--- src/rtl/mem_port_arbiter_if.sv ---
// Bus bundle between the mem_port_arbiter, its fetch/data requesters and the ram512x8 block.
// The arbiter takes the slave view; requesters and the RAM side together take the master view.
`timescale 1ns/1ps

interface mem_port_arbiter_if;
  logic        i_req;
  logic [31:0] i_addr;
  logic        i_ack;
  logic        i_err;
  logic [31:0] i_rdata;

  logic        d_req;
  logic        d_we;
  logic [1:0]  d_size;
  logic [31:0] d_addr;
  logic [31:0] d_wdata;
  logic        d_ack;
  logic        d_err;
  logic [31:0] d_rdata;

  logic        mem_mov;
  logic        mem_rw;
  logic [31:0] mem_addr;
  logic [31:0] mem_din;
  logic [1:0]  mem_datatype;
  logic        mem_moc;
  logic [31:0] mem_dout;

  logic        busy;

  modport slave (
    input  i_req, i_addr,
    output i_ack, i_err, i_rdata,
    input  d_req, d_we, d_size, d_addr, d_wdata,
    output d_ack, d_err, d_rdata,
    output mem_mov, mem_rw, mem_addr, mem_din, mem_datatype,
    input  mem_moc, mem_dout,
    output busy
  );

  modport master (
    output i_req, i_addr,
    input  i_ack, i_err, i_rdata,
    output d_req, d_we, d_size, d_addr, d_wdata,
    input  d_ack, d_err, d_rdata,
    input  mem_mov, mem_rw, mem_addr, mem_din, mem_datatype,
    output mem_moc, mem_dout,
    input  busy
  );
endinterface

--- src/rtl/mem_port_arbiter.sv ---
// Round-robin fetch/data arbiter and MOV/MOC sequencer for the ram512x8 block.
// Optional macro ALIGN_CHECK_EN rejects misaligned halfword/word accesses in the grant cycle.
`timescale 1ns/1ps

module mem_port_arbiter #(
  parameter int unsigned TIMEOUT_CYCLES = 64,
  parameter int unsigned ADDR_LIMIT     = 512
) (
  input  logic              clk,
  input  logic              reset,
  mem_port_arbiter_if.slave bus
);

  localparam int unsigned DATA_W  = 32;
  localparam logic [32:0] LIMIT33 = 33'(ADDR_LIMIT);
  localparam logic [7:0]  TO_LAST = 8'(TIMEOUT_CYCLES - 1);

  typedef enum logic [2:0] {
    S_IDLE,
    S_SETUP,
    S_ASSERT,
    S_WAIT,
    S_RESP
  } state_t;

  state_t state, state_nxt;

  // Grant-time selection
  logic              grant_d, grant_i, grant_any;
  logic [31:0]       sel_addr;
  logic [1:0]        sel_size;
  logic              sel_we;
  logic [DATA_W-1:0] sel_wdata;
  logic              reject;

  // Latched access
  logic              gnt_d;
  logic [31:0]       lat_addr;
  logic [1:0]        lat_size;
  logic              lat_we;
  logic              lat_rd;
  logic [1:0]        lat_dtype;
  logic [DATA_W-1:0] lat_wdata;

  // Completion tracking
  logic              rr_fetch_last;
  logic              moc_s1, moc_s2;
  logic              moc_seen0;
  logic [7:0]        tcnt;
  logic              err_r;
  logic [DATA_W-1:0] rdata_r;
  logic              moc_done, timeout;

  function automatic logic [1:0] ram_dtype(input logic [1:0] size, input logic we);
    case (size)
      2'b00:   return we ? 2'b00 : 2'b01;
      2'b01:   return we ? 2'b01 : 2'b00;
      default: return 2'b10;
    endcase
  endfunction

  function automatic logic [1:0] byte_span(input logic [1:0] size);
    case (size)
      2'b00:   return 2'd0;
      2'b01:   return 2'd1;
      default: return 2'd3;
    endcase
  endfunction

  // 33-bit sum so an address near 2^32 cannot wrap back into range
  function automatic logic in_range(input logic [31:0] addr, input logic [1:0] size);
    logic [32:0] last;
    last = {1'b0, addr} + {31'b0, byte_span(size)};
    return last < LIMIT33;
  endfunction

  function automatic logic [DATA_W-1:0] zext(input logic [DATA_W-1:0] d, input logic [1:0] size);
    case (size)
      2'b00:   return {24'b0, d[7:0]};
      2'b01:   return {16'b0, d[15:0]};
      default: return d;
    endcase
  endfunction

`ifdef ALIGN_CHECK_EN
  function automatic logic misaligned(input logic [31:0] addr, input logic [1:0] size);
    return ((size == 2'b01) && addr[0]) || ((size == 2'b10) && (addr[1:0] != 2'b00));
  endfunction
`endif

  always_comb begin
    grant_d   = bus.d_req && (!bus.i_req || rr_fetch_last);
    grant_i   = bus.i_req && !grant_d;
    grant_any = grant_d || grant_i;
    sel_addr  = grant_d ? bus.d_addr  : bus.i_addr;
    sel_size  = grant_d ? bus.d_size  : 2'b10;
    sel_we    = grant_d && bus.d_we;
    sel_wdata = grant_d ? bus.d_wdata : '0;
`ifdef ALIGN_CHECK_EN
    reject    = (sel_size == 2'b11) || !in_range(sel_addr, sel_size) ||
                misaligned(sel_addr, sel_size);
`else
    reject    = (sel_size == 2'b11) || !in_range(sel_addr, sel_size);
`endif
  end

  // Completion needs a synced 0 seen since ASSERT, so a stale MOC high is ignored
  assign moc_done = (state == S_WAIT) && moc_seen0 && moc_s2;
  assign timeout  = (state == S_WAIT) && !moc_done && (tcnt == TO_LAST);

  always_ff @(posedge clk or posedge reset) begin
    if (reset) state <= S_IDLE;
    else       state <= state_nxt;
  end

  always_comb begin
    state_nxt = state;
    case (state)
      S_IDLE:   if (grant_any) state_nxt = reject ? S_RESP : S_SETUP;
      S_SETUP:  state_nxt = S_ASSERT;
      S_ASSERT: state_nxt = S_WAIT;
      S_WAIT:   if (moc_done || timeout) state_nxt = S_RESP;
      S_RESP:   state_nxt = S_IDLE;
      default:  state_nxt = S_IDLE;
    endcase
  end

  always_ff @(posedge clk or posedge reset) begin
    if (reset) begin
      gnt_d         <= 1'b0;
      lat_addr      <= '0;
      lat_size      <= '0;
      lat_we        <= 1'b0;
      lat_rd        <= 1'b0;
      lat_dtype     <= '0;
      lat_wdata     <= '0;
      rr_fetch_last <= 1'b1;
      moc_s1        <= 1'b0;
      moc_s2        <= 1'b0;
      moc_seen0     <= 1'b0;
      tcnt          <= '0;
      err_r         <= 1'b0;
      rdata_r       <= '0;
    end else begin
      moc_s1 <= bus.mem_moc;
      moc_s2 <= moc_s1;
      case (state)
        S_IDLE: begin
          if (grant_any) begin
            gnt_d     <= grant_d;
            lat_addr  <= sel_addr;
            lat_size  <= sel_size;
            lat_we    <= sel_we;
            lat_rd    <= !sel_we;
            lat_dtype <= ram_dtype(sel_size, sel_we);
            lat_wdata <= sel_wdata;
            err_r     <= reject;
            rdata_r   <= '0;
          end
        end
        S_ASSERT: begin
          tcnt      <= '0;
          moc_seen0 <= !moc_s2;
        end
        S_WAIT: begin
          tcnt <= tcnt + 8'd1;
          if (!moc_s2) moc_seen0 <= 1'b1;
          if (moc_done) begin
            if (!lat_we) rdata_r <= zext(bus.mem_dout, lat_size);
          end else if (timeout) begin
            err_r   <= 1'b1;
            rdata_r <= '0;
          end
        end
        S_RESP: rr_fetch_last <= !gnt_d;
        default: ;
      endcase
    end
  end

  // Response outputs decode from state, so reset clears them at once
  assign bus.mem_mov      = (state == S_ASSERT) || (state == S_WAIT);
  assign bus.mem_rw       = lat_rd;
  assign bus.mem_addr     = lat_addr;
  assign bus.mem_din      = lat_wdata;
  assign bus.mem_datatype = lat_dtype;
  assign bus.busy         = (state != S_IDLE);

  assign bus.d_ack   = (state == S_RESP) && gnt_d;
  assign bus.d_err   = bus.d_ack && err_r;
  assign bus.d_rdata = bus.d_ack ? rdata_r : '0;
  assign bus.i_ack   = (state == S_RESP) && !gnt_d;
  assign bus.i_err   = bus.i_ack && err_r;
  assign bus.i_rdata = bus.i_ack ? rdata_r : '0;

endmodule

--- src/flat_wrapper.sv ---
// flat-port wrapper written by rule: the top's interface ports become plain ports
module mem_port_arbiter_flat 
#(
  parameter int unsigned TIMEOUT_CYCLES = 64,
  parameter int unsigned ADDR_LIMIT     = 512
)
  (clk, reset, bus_i_req, bus_i_addr, bus_i_ack, bus_i_err, bus_i_rdata, bus_d_req, bus_d_we, bus_d_size, bus_d_addr, bus_d_wdata, bus_d_ack, bus_d_err, bus_d_rdata, bus_mem_mov, bus_mem_rw, bus_mem_addr, bus_mem_din, bus_mem_datatype, bus_mem_moc, bus_mem_dout, bus_busy);
  mem_port_arbiter_if bus_i ();
  input  logic clk;
  input  logic reset;
  input wire logic [$bits(bus_i.i_req)-1:0] bus_i_req;
  input wire logic [$bits(bus_i.i_addr)-1:0] bus_i_addr;
  output wire logic [$bits(bus_i.i_ack)-1:0] bus_i_ack;
  output wire logic [$bits(bus_i.i_err)-1:0] bus_i_err;
  output wire logic [$bits(bus_i.i_rdata)-1:0] bus_i_rdata;
  input wire logic [$bits(bus_i.d_req)-1:0] bus_d_req;
  input wire logic [$bits(bus_i.d_we)-1:0] bus_d_we;
  input wire logic [$bits(bus_i.d_size)-1:0] bus_d_size;
  input wire logic [$bits(bus_i.d_addr)-1:0] bus_d_addr;
  input wire logic [$bits(bus_i.d_wdata)-1:0] bus_d_wdata;
  output wire logic [$bits(bus_i.d_ack)-1:0] bus_d_ack;
  output wire logic [$bits(bus_i.d_err)-1:0] bus_d_err;
  output wire logic [$bits(bus_i.d_rdata)-1:0] bus_d_rdata;
  output wire logic [$bits(bus_i.mem_mov)-1:0] bus_mem_mov;
  output wire logic [$bits(bus_i.mem_rw)-1:0] bus_mem_rw;
  output wire logic [$bits(bus_i.mem_addr)-1:0] bus_mem_addr;
  output wire logic [$bits(bus_i.mem_din)-1:0] bus_mem_din;
  output wire logic [$bits(bus_i.mem_datatype)-1:0] bus_mem_datatype;
  input wire logic [$bits(bus_i.mem_moc)-1:0] bus_mem_moc;
  input wire logic [$bits(bus_i.mem_dout)-1:0] bus_mem_dout;
  output wire logic [$bits(bus_i.busy)-1:0] bus_busy;
  assign bus_i.i_req = bus_i_req;
  assign bus_i.i_addr = bus_i_addr;
  assign bus_i_ack = bus_i.i_ack;
  assign bus_i_err = bus_i.i_err;
  assign bus_i_rdata = bus_i.i_rdata;
  assign bus_i.d_req = bus_d_req;
  assign bus_i.d_we = bus_d_we;
  assign bus_i.d_size = bus_d_size;
  assign bus_i.d_addr = bus_d_addr;
  assign bus_i.d_wdata = bus_d_wdata;
  assign bus_d_ack = bus_i.d_ack;
  assign bus_d_err = bus_i.d_err;
  assign bus_d_rdata = bus_i.d_rdata;
  assign bus_mem_mov = bus_i.mem_mov;
  assign bus_mem_rw = bus_i.mem_rw;
  assign bus_mem_addr = bus_i.mem_addr;
  assign bus_mem_din = bus_i.mem_din;
  assign bus_mem_datatype = bus_i.mem_datatype;
  assign bus_i.mem_moc = bus_mem_moc;
  assign bus_i.mem_dout = bus_mem_dout;
  assign bus_busy = bus_i.busy;
  mem_port_arbiter #(.TIMEOUT_CYCLES(TIMEOUT_CYCLES), .ADDR_LIMIT(ADDR_LIMIT)) u_core (.clk(clk), .reset(reset), .bus(bus_i));
endmodule
--- config.mk ---
export PLATFORM = sky130hd
export DESIGN_NAME = mem_port_arbiter_flat
export DESIGN_NICKNAME = d
export VERILOG_FILES = /design/src/rtl/mem_port_arbiter_if.sv /design/src/rtl/mem_port_arbiter.sv /design/src/flat_wrapper.sv
export SDC_FILE = /design/constraint.sdc
export NUM_CORES = 1
export LEC_CHECK = 0
export ABC_AREA = 1
export BUFFER_PORTS_ARGS = -buffer_cell sky130_fd_sc_hd__buf_4
export CORE_AREA = 5 5 125 127
export CTS_CLUSTER_DIAMETER = 30
export DETAILED_ROUTE_END_ITERATION = 10
export DIE_AREA = 0 0 130 132
export GPL_ROUTABILITY_DRIVEN = 0
export GPL_TIMING_DRIVEN = 0
export HOLD_SLACK_MARGIN = 0.12
export PLACE_DENSITY = 0.8
export REMOVE_ABC_BUFFERS = 1
export SLEW_MARGIN = 15
export SYNTH_ARGS = -nofsm -noshare
export SYNTH_HDL_FRONTEND = slang
export SYNTH_SLANG_ARGS = --single-unit
--- constraint.sdc ---
create_clock -name clk -period 4.86 [get_ports clk]
set_input_delay 1.215 -clock clk [delete_from_list [all_inputs] [get_ports clk]]
set_output_delay 1.215 -clock clk [all_outputs]
set_load 0.02 [all_outputs]
# After elaboration in Yosys (flattened, before gate mapping)

Cells that the tools add are included.

Bits in latches: 0
ROM bits: 0
Register bits: 119
Output and inout port bits: 137
RAM bits: 0
Memories kept: 0

Multipliers: 0
Equal/unequal tests: 15
Shift-type cells: 0
Multiplexer cells: 26
Magnitude comparators: 1
Bitwise gates (word level): 0
Add/sub/neg operators: 2
Div/mod/pow operators: 0
Reduce and logical (&&, ||, !) cells: 34

Operators with widths:

| cell                                                         | number |
|---|---|
| two-way mux 32 bit                                           | 8 |
| one-hot mux 32 bit (2 select lines)                          | 2 |
| adder 32 x 2 -> 33 bit                                       | 1 |
| less-than comparator 33 x 10 -> 1 bit, second input constant | 1 |
| one-hot mux 8 bit (2 select lines)                           | 1 |
| one-hot mux 3 bit (4 select lines)                           | 1 |
| logical AND 1 bit                                            | 11 |
| two-way mux 3 bit                                            | 3 |
| adder 8 x 1 -> 8 bit, second input constant                  | 1 |
| == test 8 x 6 -> 1 bit, second input constant                | 1 |
| one-hot mux 2 bit (2 select lines)                           | 2 |
| AND reduction 4 bit                                          | 2 |
| logical NOT 1 bit                                            | 7 |
| == test 3 x 2 -> 1 bit, second input constant                | 2 |
| two-way mux 1 bit                                            | 6 |
| inequality test 2 bit, second input constant                 | 3 |
| AND reduction 2 bit                                          | 3 |
| logical OR 1 bit                                             | 5 |
| == test 2 x 1 -> 1 bit, second input constant                | 2 |
| logical NOT 2 bit                                            | 2 |
| inequality test 2 x 1 -> 1 bit, second input constant        | 2 |
| one-hot mux 1 bit (2 select lines)                           | 2 |
| nonzero test 2 bit                                           | 2 |
| == test 3 x 1 -> 1 bit, second input constant                | 1 |
| 7 further kinds                                              | 7 |

# Logic depth before layout (Yosys ltp)

Depth in word-level cells: 13
Mapped depth: 24
Depth with buffers taken out: 22

# Worst setup path after synthesis

No wires, ideal clock.

Path kind: in2reg
From: input port bus_d_req
To: register u_core.err_r
Buffers on the path: 3
Library setup time: 0.117 ns
Setup slack: 1.458 ns
Arrival time: 3.284 ns
Required time: 4.743 ns
Stages on the path: 19
Path through: buf_4 nand2_2 buf_4 buf_2 nand2_1 nand2_1 ha_1 nand3_1 o21ai_1 nand2_1 nor2_1 nand2_1 xor2_1 nor2_1 nand2_1 nor2_1 nand2_1 o21ai_1 inv_1

RTL lines:

| element                               | RTL line                | text |
|---|---|---|
| from (decl)                           | flat_wrapper.sv:16      | `input wire logic [$bits(bus_i.d_req)-1:0] bus_d_req;` |
| logical AND 1 bit                     | mem_port_arbiter.sv:92  | `grant_d = bus.d_req && (!bus.i_req \|\| rr_fetch_last);` |
| two-way mux 32 bit                    | mem_port_arbiter.sv:95  | `sel_addr = grant_d ? bus.d_addr : bus.i_addr;` |
| net u_core.sel_addr[1]                | mem_port_arbiter.sv:30  | `logic [31:0] sel_addr;` |
| adder 32 x 2 -> 33 bit                | mem_port_arbiter.sv:73  | `last = {1'b0, addr} + {31'b0, byte_span(size)};` |
| less-than comparator 33 x 10 -> 1 bit | mem_port_arbiter.sv:74  | `return last < LIMIT33;` |
| logical NOT 1 bit                     | mem_port_arbiter.sv:103 | `reject = (sel_size == 2'b11) \|\| !in_range(sel_addr, sel_size);` |
| logical OR 1 bit                      | mem_port_arbiter.sv:103 |  |
| two-way mux 1 bit                     | mem_port_arbiter.sv:149 | `if (grant_any) begin` |
| one-hot mux 1 bit (2 select lines)    | mem_port_arbiter.sv:147 | `case (state)` |
| to (signal assigned)                  | mem_port_arbiter.sv:157 | `err_r <= reject;` |
| to (decl)                             | mem_port_arbiter.sv:50  | `logic err_r;` |

The timed path passes the listed nets, and every way through them passes these cells. The select of a mux whose other input is x is not followed.
A chain may end at the register's enable or synchronous reset.

# Final worst setup path

From: input port bus_i_req
To: register u_core.err_r

RTL lines:

| element                               | RTL line                | text |
|---|---|---|
| from (decl)                           | flat_wrapper.sv:11      | `input wire logic [$bits(bus_i.i_req)-1:0] bus_i_req;` |
| logical NOT 1 bit                     | mem_port_arbiter.sv:92  |  |
| logical OR 1 bit                      | mem_port_arbiter.sv:92  |  |
| logical AND 1 bit                     | mem_port_arbiter.sv:92  |  |
| two-way mux 32 bit                    | mem_port_arbiter.sv:95  |  |
| net u_core.sel_addr[1]                | mem_port_arbiter.sv:30  |  |
| adder 32 x 2 -> 33 bit                | mem_port_arbiter.sv:73  |  |
| less-than comparator 33 x 10 -> 1 bit | mem_port_arbiter.sv:74  |  |
| logical NOT 1 bit                     | mem_port_arbiter.sv:103 |  |
| logical OR 1 bit                      | mem_port_arbiter.sv:103 |  |
| two-way mux 1 bit                     | mem_port_arbiter.sv:149 |  |
| one-hot mux 1 bit (2 select lines)    | mem_port_arbiter.sv:147 |  |

The timed path passes the listed nets, and every way through them passes these cells. The select of a mux whose other input is x is not followed.

==> impl_metrics.env <==
export IMPL_maxSlewViolCount=0
export IMPL_yosysUniqueCellTypes=34
export IMPL_drcViolationCount=0
export IMPL_synth_xor_area_share_pct=0.251
export IMPL_routed_via_density=5.15
export IMPL_dp_cells=1419
export IMPL_grt_pass1_vias=6936
export IMPL_postRouteAntennaNets=0
export IMPL_die_area_um2=17200
export IMPL_crit_top_cell="nand2_1"
export IMPL_layout_cells_non_filler=1451
export IMPL_synth_largest_area_cell="dfrtp_1"
export IMPL_synth_top_family_by_area="simple AND/OR/NAND/NOR gates"
export IMPL_wl_per_cell_um=15.5
export IMPL_regToRegEndpoint="u_core.err_r$_DFFE_PP0P_"
export IMPL_fillers=1251
export IMPL_drt_initial_drc_count=558
export IMPL_p_clk_share_pct=27.3
export IMPL_synth_adder_area_share_pct=0.359
export IMPL_antenna_found_initial=0
export IMPL_avgSynthCellArea_um2=6.93
export IMPL_tightest_slew_ns=1.06
export IMPL_timing_final_crit_share_pct=91.7
export IMPL_grt_max_degree=82
export IMPL_globalRoute_totalOverflow=0
export IMPL_critical_path_class="input pin to flip-flop"
export IMPL_ioPinCount=273
export IMPL_cts_buffers_inserted=17
export IMPL_syn_area_um2=6970
export IMPL_ys_ff_latch=118
export IMPL_cts_sinks=118
export IMPL_fin_skew_ns=0.00875
export IMPL_power_frac_comb_pct=42.4
export IMPL_synthMuxAreaShare_pct=0
export IMPL_rows=44
export IMPL_nNetsFinal=1392
export IMPL_sw_frac_of_total_pct=40.1
export IMPL_synth_edf_count=0
export IMPL_ys_top_cells_by_count="279 x nand2_1, 155 x nor2_1, 122 x inv_1"
export IMPL_io_buffers=272
export IMPL_synth_area_leaders="dfrtp_1 42%, nand2_1 15%, nor2_1 8.4%, nand3_1 6.6%, inv_1 6.6%"
export IMPL_dp_slack_ns=-0.0118
export IMPL_area_delta_synth_final_pct=40.0
export IMPL_setup_viol=0
export IMPL_crit_chain="buf_4 > nand2_4 > nand2_2 > nand2_1 > nand2_1 > ha_1 > nand3_1 > o21ai_1 > nand2_1 > nor2_1 > nand2_1 > xor2_1 > nor2_1 > nand2_1 > nor2_1 > nand2_1 > o21ai_1 > inv_1"
export IMPL_clockBufferDepth=2
export IMPL_p_switching_mw=1.96
export IMPL_cts_tree="done"
export IMPL_p_leak_nw=5.09
export IMPL_fin_ws_ns=0.401
export IMPL_ys_warnings_count=0
export IMPL_critPathArrivalTime_ns=4.76
export IMPL_drive_gt1_share_pct=26.5
export IMPL_initial_core_util_pct=48.7
export IMPL_hold_slack_ns=0.345
export IMPL_synth_top_area_share_pct=42.0
export IMPL_hold_class="flip-flop to flip-flop"
export IMPL_postRouteWirelength_mm=22.6
export IMPL_die_x_um=130
export IMPL_slowest_stage="nand2_2"
export IMPL_final_area_um2=9750
export IMPL_intPower_mw=2.93
export IMPL_cpPeakStageDelay_ns=0.73
export IMPL_synth_compound_area_share_pct=11.5
export IMPL_cts_resized=0
export IMPL_powerDensity_nw_per_um2=502
export IMPL_holdPathEnd="u_core.moc_s2$_DFF_PP0_"
export IMPL_ys_dominant_reg_cell="dfrtp_1"
export IMPL_dp_hpwl_mm=17.0
export IMPL_dr_pass1_iters=5
export IMPL_finalPower_mw=4.89
export IMPL_cts_root_buf="clkbuf_16"
export IMPL_rsz0062_at_grt="false"
export IMPL_clkTransAtPathRegs_ns=0.05
export IMPL_drv_cap=0
export IMPL_critPathLaunchType="input pin"
export IMPL_netlist_instances=1005
export IMPL_antenna_cells=0
export IMPL_hold_start="u_core.moc_s1$_DFF_PP0_"
export IMPL_ys_seq_area_share_pct=42.4
export IMPL_ir_drop_uv=272
export IMPL_die_h_um=132
export IMPL_outcome="completed"
export IMPL_min_period_ns=4.46
export IMPL_clock_latency_ns=0.42
export IMPL_slew_headroom_pct=28.8
export IMPL_hold_viol_final=0
export IMPL_placedInstanceArea_um2=9130
export IMPL_synth_simple_gate_area_share_pct=35.6
export IMPL_seq_power_share_pct=30.2
export IMPL_dr_total_vias=7467
export IMPL_reg2regPathDepth=18
export IMPL_post_synth_top_count_cell="nand2_1"
export IMPL_async_flop_share_pct=100
export IMPL_core_area_um2=14300
export IMPL_grt_use_total_pct=25.7
export IMPL_r2r_start="u_core.rr_fetch_last$_DFFE_PP1N_"
export IMPL_ff2ff_setup_slack_ns=0.76
export IMPL_grt_pass1_wl_mm=35.2
export IMPL_cp_required_ns=5.16
export IMPL_endpoint_kind="flip-flop"
export IMPL_htree_levels=4
export IMPL_crit_fanout=56
export IMPL_cts_hold_buf=0
export IMPL_holdPathStages=0
export IMPL_cts_setup_buffers=0
export IMPL_max_freq_mhz=224
critical path, delay by kind of cell:
family | cells | cell delay (ns)
simple gates | 12 | 2.49
compound gates | 2 | 0.33
fa+ha+maj | 1 | 0.31
buf+inv | 2 | 0.17
xor+xnor | 1 | 0.15
layout by cell type, fill, tap and decap left out:
master and n:
nand2_1 278, buf_4 272, nor2_1 154, inv_1 121, dfrtp_1 117, nand3_1 92
o21ai_0 82, a22o_1 32, nand3b_1 21, clkbuf_16 17, nor2_2 11, nand4_1 9
a21oi_1 6, nand2_2 6, clkinv_4 5, nor3_1 4, o21ai_1 4, bufinv_16 4
nor2_4 3, inv_6 3, clkinv_2 3, buf_16 3, inv_2 2, xor2_1 2
o22ai_1 2, nand2_4 2, ha_1 2, o21ai_2 1, nor3_2 1, a21oi_4 1
o221ai_1 1, o31ai_1 1, a31oi_1 1, a21boi_0 1, or2_1 1, clkinvlp_4 1
dfstp_2 1
routing by layer:
layer | wire length (µm) | GRT usage (%) | vias to the layer above
met5 | 0 | 0 | -
met4 | 737 | 9.70 | 0
met3 | 1840 | 6.24 | 55
met2 | 11200 | 44.2 | 290
met1 | 8770 | 30.8 | 3425
li1 | - | - | 3697
cell families after synthesis:
logic type               count (synthesis)
AND/OR/NAND/NOR                        582
buffers and inverters                  169
AO/OA/AOI/OAI                          132
flip-flops                             118
XOR/XNOR                                 2
adder cells (fa/ha/maj)                  2
power by group through the flow:
stage,clock network (mW),registers (mW),logic [mW]
after floorplan,0,1.81,0.825
after global routing,1.40,1.52,2.26
after detailed placement,0,1.48,2.09
after CTS,1.35,1.48,2.10
final,1.34,1.48,2.08
after global placement,0,1.47,2.02
area by class of cell:
| cell class | instances | area, µm² | share of cell area (%) |
|---|---|---|---|
| tap | 184 | 230 | 2.36 |
| sequential | 118 | 2950 | 30.3 |
| multi-input combinational | 718 | 3350 | 34.3 |
| inverter | 124 | 470 | 4.82 |
| timing repair buffer | 275 | 2120 | 21.8 |
| clock inverter | 15 | 204 | 2.09 |
| clock buffer | 17 | 425 | 4.36 |
worst max path at each step:
stage | slack, ns | startpoint | cells after the start | endpoint
2_1_floorplan | 0.22 | bus_d_req | 7 | u_core.rdata_r[0]$_DFFE_PP0P_
3_3_place_gp | -1.86 | bus_d_req | 8 | u_core.rdata_r[3]$_DFFE_PP0P_
3_5_place_dp | -0.01 | bus_i_req | 18 | u_core.err_r$_DFFE_PP0P_
4_1_cts | 0.43 | bus_i_req | 18 | u_core.err_r$_DFFE_PP0P_
5_1_grt | 0.02 | bus_i_req | 18 | u_core.err_r$_DFFE_PP0P_
6_report | 0.40 | bus_i_req | 18 | u_core.err_r$_DFFE_PP0P_
registers in the layout (all words and copies together), names as in the netlist:
name and cells:
u_core.bus.mem_addr 32, u_core.bus.mem_din 32, u_core.rdata_r 32, u_core.tcnt 8
u_core.state 3, u_core.lat_size 2, u_core.bus.mem_datatype 1, u_core.bus.mem_rw 1
u_core.err_r 1, u_core.gnt_d 1, u_core.lat_we 1, u_core.moc_s1 1
u_core.moc_s2 1, u_core.moc_seen0 1, u_core.rr_fetch_last 1
metrics by stage:
step / setup TNS [ns] / utilization, %
6_report: 0 / 68.1
5_1_grt: 0 / 68.1
4_1_cts: 0 / 68.1
3_5_place_dp: -0.0157 / 63.7
3_3_place_gp: -178.12 / 63.0
2_1_floorplan: 0 / -
(Power assumes the default switching activity.)
